--- src/rtl/cmd_decode_seq.sv ---
// cmd_decode_seq: handshaked command decoder with a load/store memory-request sequencer
module cmd_decode_seq #(
   parameter int DATA_W     = 8,
   parameter int REG_W      = 1,
   parameter int IMM_W      = 3,
   parameter int IMM_SIGNED = 0,
   parameter int MAX_WAIT   = 15,
   localparam int CMD_W     = 3 + 2*REG_W + IMM_W
) (
   input  logic              clk,
   input  logic              rstn,
   input  logic              cmd_valid,
   input  logic [CMD_W-1:0]  cmd,
   output logic              cmd_ready,
   input  logic              mem_ack,
   output logic              mem_rd_req,
   output logic              mem_wr_req,
   output logic              dec_valid,
   output logic [REG_W:0]    reg_sel0,
   output logic [REG_W:0]    reg_sel1,
   output logic [2:0]        reg_src,
   output logic [2:0]        alu_sel,
   output logic              alu_b_imm,
   output logic [DATA_W-1:0] imm_data,
   output logic              reg_we,
   output logic              extern_sel,
   output logic              stall,
   output logic              err
);
   localparam logic [2:0] OP_ADD = 3'd1, OP_SUB = 3'd2, OP_MUL = 3'd3, OP_SHIFT = 3'd4;
   localparam logic [2:0] OP_LDR = 3'd5, OP_STR = 3'd6, OP_LDSP = 3'd7;
   localparam logic [2:0] SEL_ALU = 3'd4, SEL_EXTERN = 3'd5;
   localparam logic [REG_W:0] PC_SEL = (REG_W+1)'(2**REG_W);
   localparam logic [REG_W:0] LR_SEL = (REG_W+1)'(2**REG_W + 1);
   localparam int CNT_W = (MAX_WAIT > 1) ? $clog2(MAX_WAIT + 1) : 1;
   localparam logic [CNT_W-1:0] MAX_C = CNT_W'(MAX_WAIT);

   typedef enum logic [1:0] {S_IDLE, S_EXEC, S_MEM, S_WB} state_t;

   typedef struct packed {
      logic              dv;
      logic [REG_W:0]    sel0;
      logic [REG_W:0]    sel1;
      logic [2:0]        src;
      logic [2:0]        alu;
      logic              bimm;
      logic [DATA_W-1:0] imm;
      logic              we;
      logic              ext;
      logic              rd;
      logic              wr;
   } dec_t;

   state_t           r_state, w_nxt_state, w_dec_state;
   dec_t             r_dec, w_nxt, w_dec;
   logic [CNT_W-1:0] r_cnt, w_nxt_cnt;
   logic             r_err, w_nxt_err;
   logic [2:0]       w_op;
   logic [REG_W-1:0] w_dst, w_src;
   logic [IMM_W-1:0] w_imm;
   logic             w_tmo;

   assign {w_op, w_dst, w_src, w_imm} = cmd;
   assign w_tmo = (MAX_WAIT != 0) && (r_cnt == MAX_C);

   // decode the presented command into its output fields and entry state
   always_comb begin
      w_dec = '0;
      w_dec.dv = 1'b1;
      w_dec.sel0 = {1'b0, w_dst};
      w_dec.sel1 = {1'b0, w_src};
      w_dec.imm = {{(DATA_W-IMM_W){IMM_SIGNED != 0 && w_imm[IMM_W-1]}}, w_imm};
      w_dec_state = S_EXEC;
      case (w_op)
         OP_ADD, OP_SUB, OP_MUL, OP_SHIFT: begin
            w_dec.src = SEL_ALU;
            w_dec.alu = w_op;
            w_dec.bimm = (w_dst == w_src);
            w_dec.we = 1'b1;
         end
         OP_LDR: begin
            w_dec.src = SEL_EXTERN;
            w_dec.rd = 1'b1;
            w_dec_state = S_MEM;
         end
         OP_STR: begin
            w_dec.wr = 1'b1;
            w_dec_state = S_MEM;
         end
         OP_LDSP: begin
            w_dec.sel0 = w_dst[0] ? PC_SEL : LR_SEL;
            w_dec.src = (w_dst != w_src) ? 3'(w_src) : SEL_EXTERN;
            w_dec.we = (w_dst != w_src);
            w_dec.rd = (w_dst == w_src);
            w_dec_state = (w_dst == w_src) ? S_MEM : S_EXEC;
         end
         default: ;
      endcase
   end

   // sequence memory ops: hold while waiting, write back on load ack, flag timeouts
   always_comb begin
      w_nxt = '0;
      w_nxt_state = S_IDLE;
      w_nxt_cnt = '0;
      w_nxt_err = 1'b0;
      if (r_state == S_MEM) begin
         if (mem_ack && r_dec.rd) begin
            w_nxt = r_dec;
            w_nxt.rd = 1'b0;
            w_nxt.we = 1'b1;
            w_nxt.ext = 1'b1;
            w_nxt.src = SEL_EXTERN;
            w_nxt_state = S_WB;
         end else if (!mem_ack && w_tmo) begin
            w_nxt_err = 1'b1;
         end else if (!mem_ack) begin
            w_nxt = r_dec;
            w_nxt_state = S_MEM;
            w_nxt_cnt = r_cnt + CNT_W'(1);
         end
      end else if (cmd_valid) begin
         w_nxt = w_dec;
         w_nxt_state = w_dec_state;
         w_nxt_cnt = CNT_W'(w_dec_state == S_MEM);
      end
   end

   // state, decoded fields, wait counter and error pulse registers
   always_ff @(posedge clk or negedge rstn) begin
      if (!rstn) begin
         r_state <= S_IDLE;
         r_dec <= '0;
         r_cnt <= '0;
         r_err <= 1'b0;
      end else begin
         r_state <= w_nxt_state;
         r_dec <= w_nxt;
         r_cnt <= w_nxt_cnt;
         r_err <= w_nxt_err;
      end
   end

   assign cmd_ready  = (r_state != S_MEM);
   assign stall      = (r_state == S_MEM);
   assign mem_rd_req = r_dec.rd;
   assign mem_wr_req = r_dec.wr;
   assign dec_valid  = r_dec.dv;
   assign reg_sel0   = r_dec.sel0;
   assign reg_sel1   = r_dec.sel1;
   assign reg_src    = r_dec.src;
   assign alu_sel    = r_dec.alu;
   assign alu_b_imm  = r_dec.bimm;
   assign imm_data   = r_dec.imm;
   assign reg_we     = r_dec.we;
   assign extern_sel = r_dec.ext;
   assign err        = r_err;
endmodule

--- config.mk ---
export PLATFORM = sky130hd
export DESIGN_NAME = cmd_decode_seq
export DESIGN_NICKNAME = d
export VERILOG_FILES = /design/src/rtl/cmd_decode_seq.sv
export SDC_FILE = /design/constraint.sdc
export NUM_CORES = 1
export LEC_CHECK = 0
export BUFFER_PORTS_ARGS = -buffer_cell sky130_fd_sc_hd__buf_2
export CORE_MARGIN = 2
export CORE_UTILIZATION = 34
export DETAILED_ROUTE_END_ITERATION = 16
export GPL_TIMING_DRIVEN = 1
export PLACE_DENSITY = 0.63
export SYNTH_ARGS = -nofsm -noshare
export SYNTH_HDL_FRONTEND = slang
export SYNTH_SLANG_ARGS = --single-unit
export TNS_END_PERCENT = 100
--- constraint.sdc ---
create_clock -name clk -period 1.29 [get_ports clk]
set_clock_uncertainty 0.05 [all_clocks]
set_input_delay 0.129 -clock clk [delete_from_list [all_inputs] [get_ports clk]]
set_output_delay 0.129 -clock clk [all_outputs]
set_load 0.05 [all_outputs]
After elaboration in Yosys (flattened, before gate mapping)
Index checks and enable logic that the tools add are counted. W data, S select, Z words.

Mux-type cells: 28. Reductions and logical operators: 6. Equality and inequality tests: 16. $add $sub $neg: 1.

Operators by type and width (count): $mux W24 (5); $mux W4 (5); $mux W2 (7); $eq A3 B3 Y1 const B (4); $pmux W3 S3 (1); $eq A3 B2 Y1 const B (2); $mux W1 (6); $add A4 B1 Y4 const B (1); $eq A2 B2 Y1 const B (2); $eq A4 B4 Y1 const B (1); $ne A2 B2 Y1 const B (2); $ne A4 B2 Y1 const B (1); $pmux W1 S2 (2); $pmux W2 S2 (1); $reduce_or A4 Y1 (1); $eq A3 B1 Y1 const B (1); $mux W3 (1); $ne A3 B2 Y1 const B (1); $logic_and A1 B1 Y1 (2); $reduce_and A2 Y1 (1); $reduce_or A2 Y1 (1); $eq A1 B1 Y1 (1); $logic_not A1 Y1 (1); $ne A1 B1 Y1 (1).

Bits of input ports: 12. Flip-flop bits (word level): 31. Output and inout bits: 27.

Longest topological paths before layout
Word-level depth: 6. Mapped depth: 5. Gate-level depth less buffers: 5.

Least setup slack after synthesis
No wires, ideal clock.

Kind: register to register. Start: register r_state[0]. End: register r_dec, in the netlist alu_sel[0]. Required time: 1.118 ns. Stages on the path, launching flop included: 6. Data arrival time: 1.787 ns. Path slack: -0.669 ns. Buffers on the path: 1. Clock period less this slack: 1.959 ns. Cell sequence: dfrtp_1 -> nor2b_2 -> inv_2 -> and2_1 -> buf_2 -> a32o_1.

Longest elaborated chain between the ends: 3. Elaborated cells on any way between the ends: 5.

Ends and longest elaborated chain: start: declaration (RTL line 54) `state_t r_state, w_nxt_state, w_dec_state;`; start signal: assignment (RTL line 137) `r_state <= w_nxt_state;`; $eq A2 B2 Y1 (*); net stall (RTL line 27) `output logic stall,`; $ne A3 B2 Y1 (no source line) / $ne A2 B2 Y1 (equally long branches); $reduce_and A2 Y1 (no source line); end signal: assignment (RTL line 138) `r_dec <= w_nxt;`; end: declaration (RTL line 55) `dec_t r_dec, w_nxt, w_dec;`.

Mark *: on every way through the listed nets, which the timed path passes. The rest lies on a longest branch. A chain may end at the register's enable or synchronous reset.

Worst setup path in the final report
Start: register r_state[0]. End: output stall.

Longest elaborated chain between the ends: 1.

Ends and longest elaborated chain: $eq A2 B2 Y1 (RTL line 145) `assign stall = (r_state == S_MEM);`; end: declaration (RTL line 27).

Every way passes these cells.

==> metrics.txt <==
clock buffer depth 2; die span in x 61.74 um; GRT Resource Usage Total 14.35%; Die Height roughly 62 um; outcome finished, violations left; violated checks negative setup slack; fmax between 700 and 800 MHz; final setup margin -0.07454 ns; Setup crit start kind flop; fraction of registers with async set/reset 100.0%; Post-synth EDFFs 0; CP endpoint kind output port; largest net degree at the start of global routing 25; DP Wirelength 1823 um; final total power 1.918 mW; Worst EP required 1.11 ns; Hold Path Class in -> reg; synth cell count leaders dfrtp_1, buf_4, a22o_1; initial antenna violation count 0; mux contribution to synthesized area 0.8830%; core area 3103 um2; Top Usage Layer GRT met2; DRT antenna net count 0; Initial Utilization 36.53%; gr ovfl total 0; largest family of logic cells by synthesized area compound AO/OA/AOI/OAI gates; maxcap violations 0; final core occ slightly above 50%; max-slew violation count 0; ant diodes 0; top-level port count 39; met2 usage 24.66%; Root Buffer clkbuf_4; Critical Path AT 1.19 ns; final std cells w/o fill 192; fin nets 163; Leak 0.8435 nW; total clock buffers created by CTS 3; vias in the first global route 888; P&R area growth vs syn 42.05%; Post-Route WL 2546 um; Most used DFF post-synth dfrtp_1; Slew HR 64.24%; crit path kind reg -> out; largest cells by area after synthesis dfrtp_1, buf_4, a22o_1, o2bb2ai_1, a21o_1; CTS tree built; Final Hold Vio Count 0; share of post-route cells with drive strength above 1 46.62%; Die Area ~3800 um2; Fin Hold WS 0.07416 ns; cell with the most instances after synthesis dfrtp_1; YS warnings 0; first-pass GRT wire length 3967 um; dpl ws -0.08714 ns; Netlist cell types 32; Post-Synth Adder-Cell Area 2.208%; worst vdd ir ~0.53 mV; final instance area between 1500 and 2000 um2; register area share after synthesis 52.98%; row count 20; Port Buffers 31; RSZ-0062 raised after global routing true; met3 Usage GRT 2.277%; Post-Synthesis Cells 98; compound-gate portion of the synthesized area 19.32%; simple-gate area share of the yosys netlist 11.15%; synthesized flop and latch total 24; Max FO, Critical Path 3; H-Tree Depth 1; initial DRC count 24; DR pass1 iterations 3; power density cells ~1200 nW/um2; top cell type's share of synthesized area 52.98%; setup TNS -0.9060 ns; Final setup viols 20; Mapped Area 1134 um2; clock-pin transition on the worst setup and hold timing paths 0.14 ns; syn_area_per_cell 11.57 um2; Post-Place Cells about 180; post-synth top area cell dfrtp_1; wire per inst 13.26 um; Post-Synth XOR/XNOR Area 3.091%; Vias/cell 4.771; Worst-Margin Slew 0.5364 ns; clk_lat worst skew 0.32 ns; period utilization 105.8%; placed cell areas 1386 um2; Sink Count 24; # DRC 0; final worst path period need 1.365 ns; Final Wtd Congestion 0.6921; routed vias about 920; met1 usage 18.55%
-- cell usage in the layout, fill, tap and decap left out, types with 2 or more instances in the layout --
| cell | instances |
|---|---|
| clkbuf_4 | 3 |
| conb_1 | 7 |
| dfrtp_1 | 23 |
| buf_2 | 28 |
| nand3_1 | 4 |
| a22o_1 | 6 |
| dlygate4sd3_1 | 6 |
| a221o_1 | 2 |
| and2_4 | 2 |
| o2bb2ai_2 | 4 |
| nor2_1 | 3 |
| buf_4 | 15 |
| inv_1 | 4 |
| buf_8 | 2 |
| nand2_1 | 4 |
| a32o_1 | 2 |
| xnor2_1 | 2 |
| buf_6 | 2 |
| xor2_1 | 2 |
| a21o_1 | 4 |
| nand2b_1 | 2 |
-- sequential cells by signal (all words and copies together), names as in the netlist --
| signal | flops |
|---|---|
| alu_b_imm | 1 |
| alu_sel | 3 |
| dec_valid | 1 |
| err | 1 |
| extern_sel | 1 |
| imm_data | 3 |
| mem_rd_req | 1 |
| mem_wr_req | 1 |
| r_cnt | 4 |
| r_state | 2 |
| reg_sel0 | 2 |
| reg_sel1 | 1 |
| reg_src | 2 |
| reg_we | 1 |
-- path summary, 6_finish.rpt --
kind                       startpoint    endpoint  slack [ns]  cells past startpoint
max in group asynchronous        rstn  mem_rd_req        0.56                      2
hold reg to reg             alu_b_imm   alu_b_imm        0.46                      1
min in group asynchronous        rstn  reg_src[0]        0.26                      2
setup reg to reg           r_state[0]  alu_sel[2]       -0.07                      4
setup / recovery           r_state[0]       stall       -0.07                      3
hold / removal                mem_ack         err        0.07                      3
-- what timing repair did --
| item | 4_1_cts | 5_1_grt |
|---|---|---|
| endpoints found under the hold margin | 28 | 1 |
| endpoints found under the setup margin | 22 | 23 |
| hold buffers | 5 | 1 |
| pin swaps | 3 | 5 |
| setup buffers | 3 | 2 |
| resized for setup | 10 | 11 |
-- report_power, final --
group	total (mW)	switching [mW]	internal, mW
sequential	0.832	0.0308	0.801
clock	0.548	0.233	0.314
combinational	0.538	0.351	0.187
total	1.92	0.615	1.30
-- area by class of cell --
type / count / area, um2
timing repair buffer: 53 / 365.4
tap: 44 / 55.05
multi-input combinational: 62 / 511.7
fill: 293 / 1493
inverter: 5 / 23.77
clock inverter: 1 / 30.03
clock buffer: 3 / 22.52
sequential: 24 / 601.8
-- critical path: stages (launching register included) --
cell	delay, ns
dfrtp_1	0.44
nor2b_4	0.18
buf_6	0.12
buf_8	0.13
-- routing by layer --
metal / up-vias / wire length (um)
met1: 451 / 1127
met2: 28 / 1253
li1: 434 / -
met5: - / 0
met3: 3 / 136
met4: 0 / 29
-- cells by family (layout without fill, tap and decap cells) --
family                   after synthesis  after routing
AO/OA/AOI/OAI                         25             25
XOR/XNOR                               4              4
adder cells (fa/ha/maj)                2              2
buffers and inverters                 18             62
flip-flops                            24             24
multiplexers                           1              1
other                                  1              7
AND/OR/NAND/NOR                       23             23
Note: power is estimated with default switching activity, not from simulation.
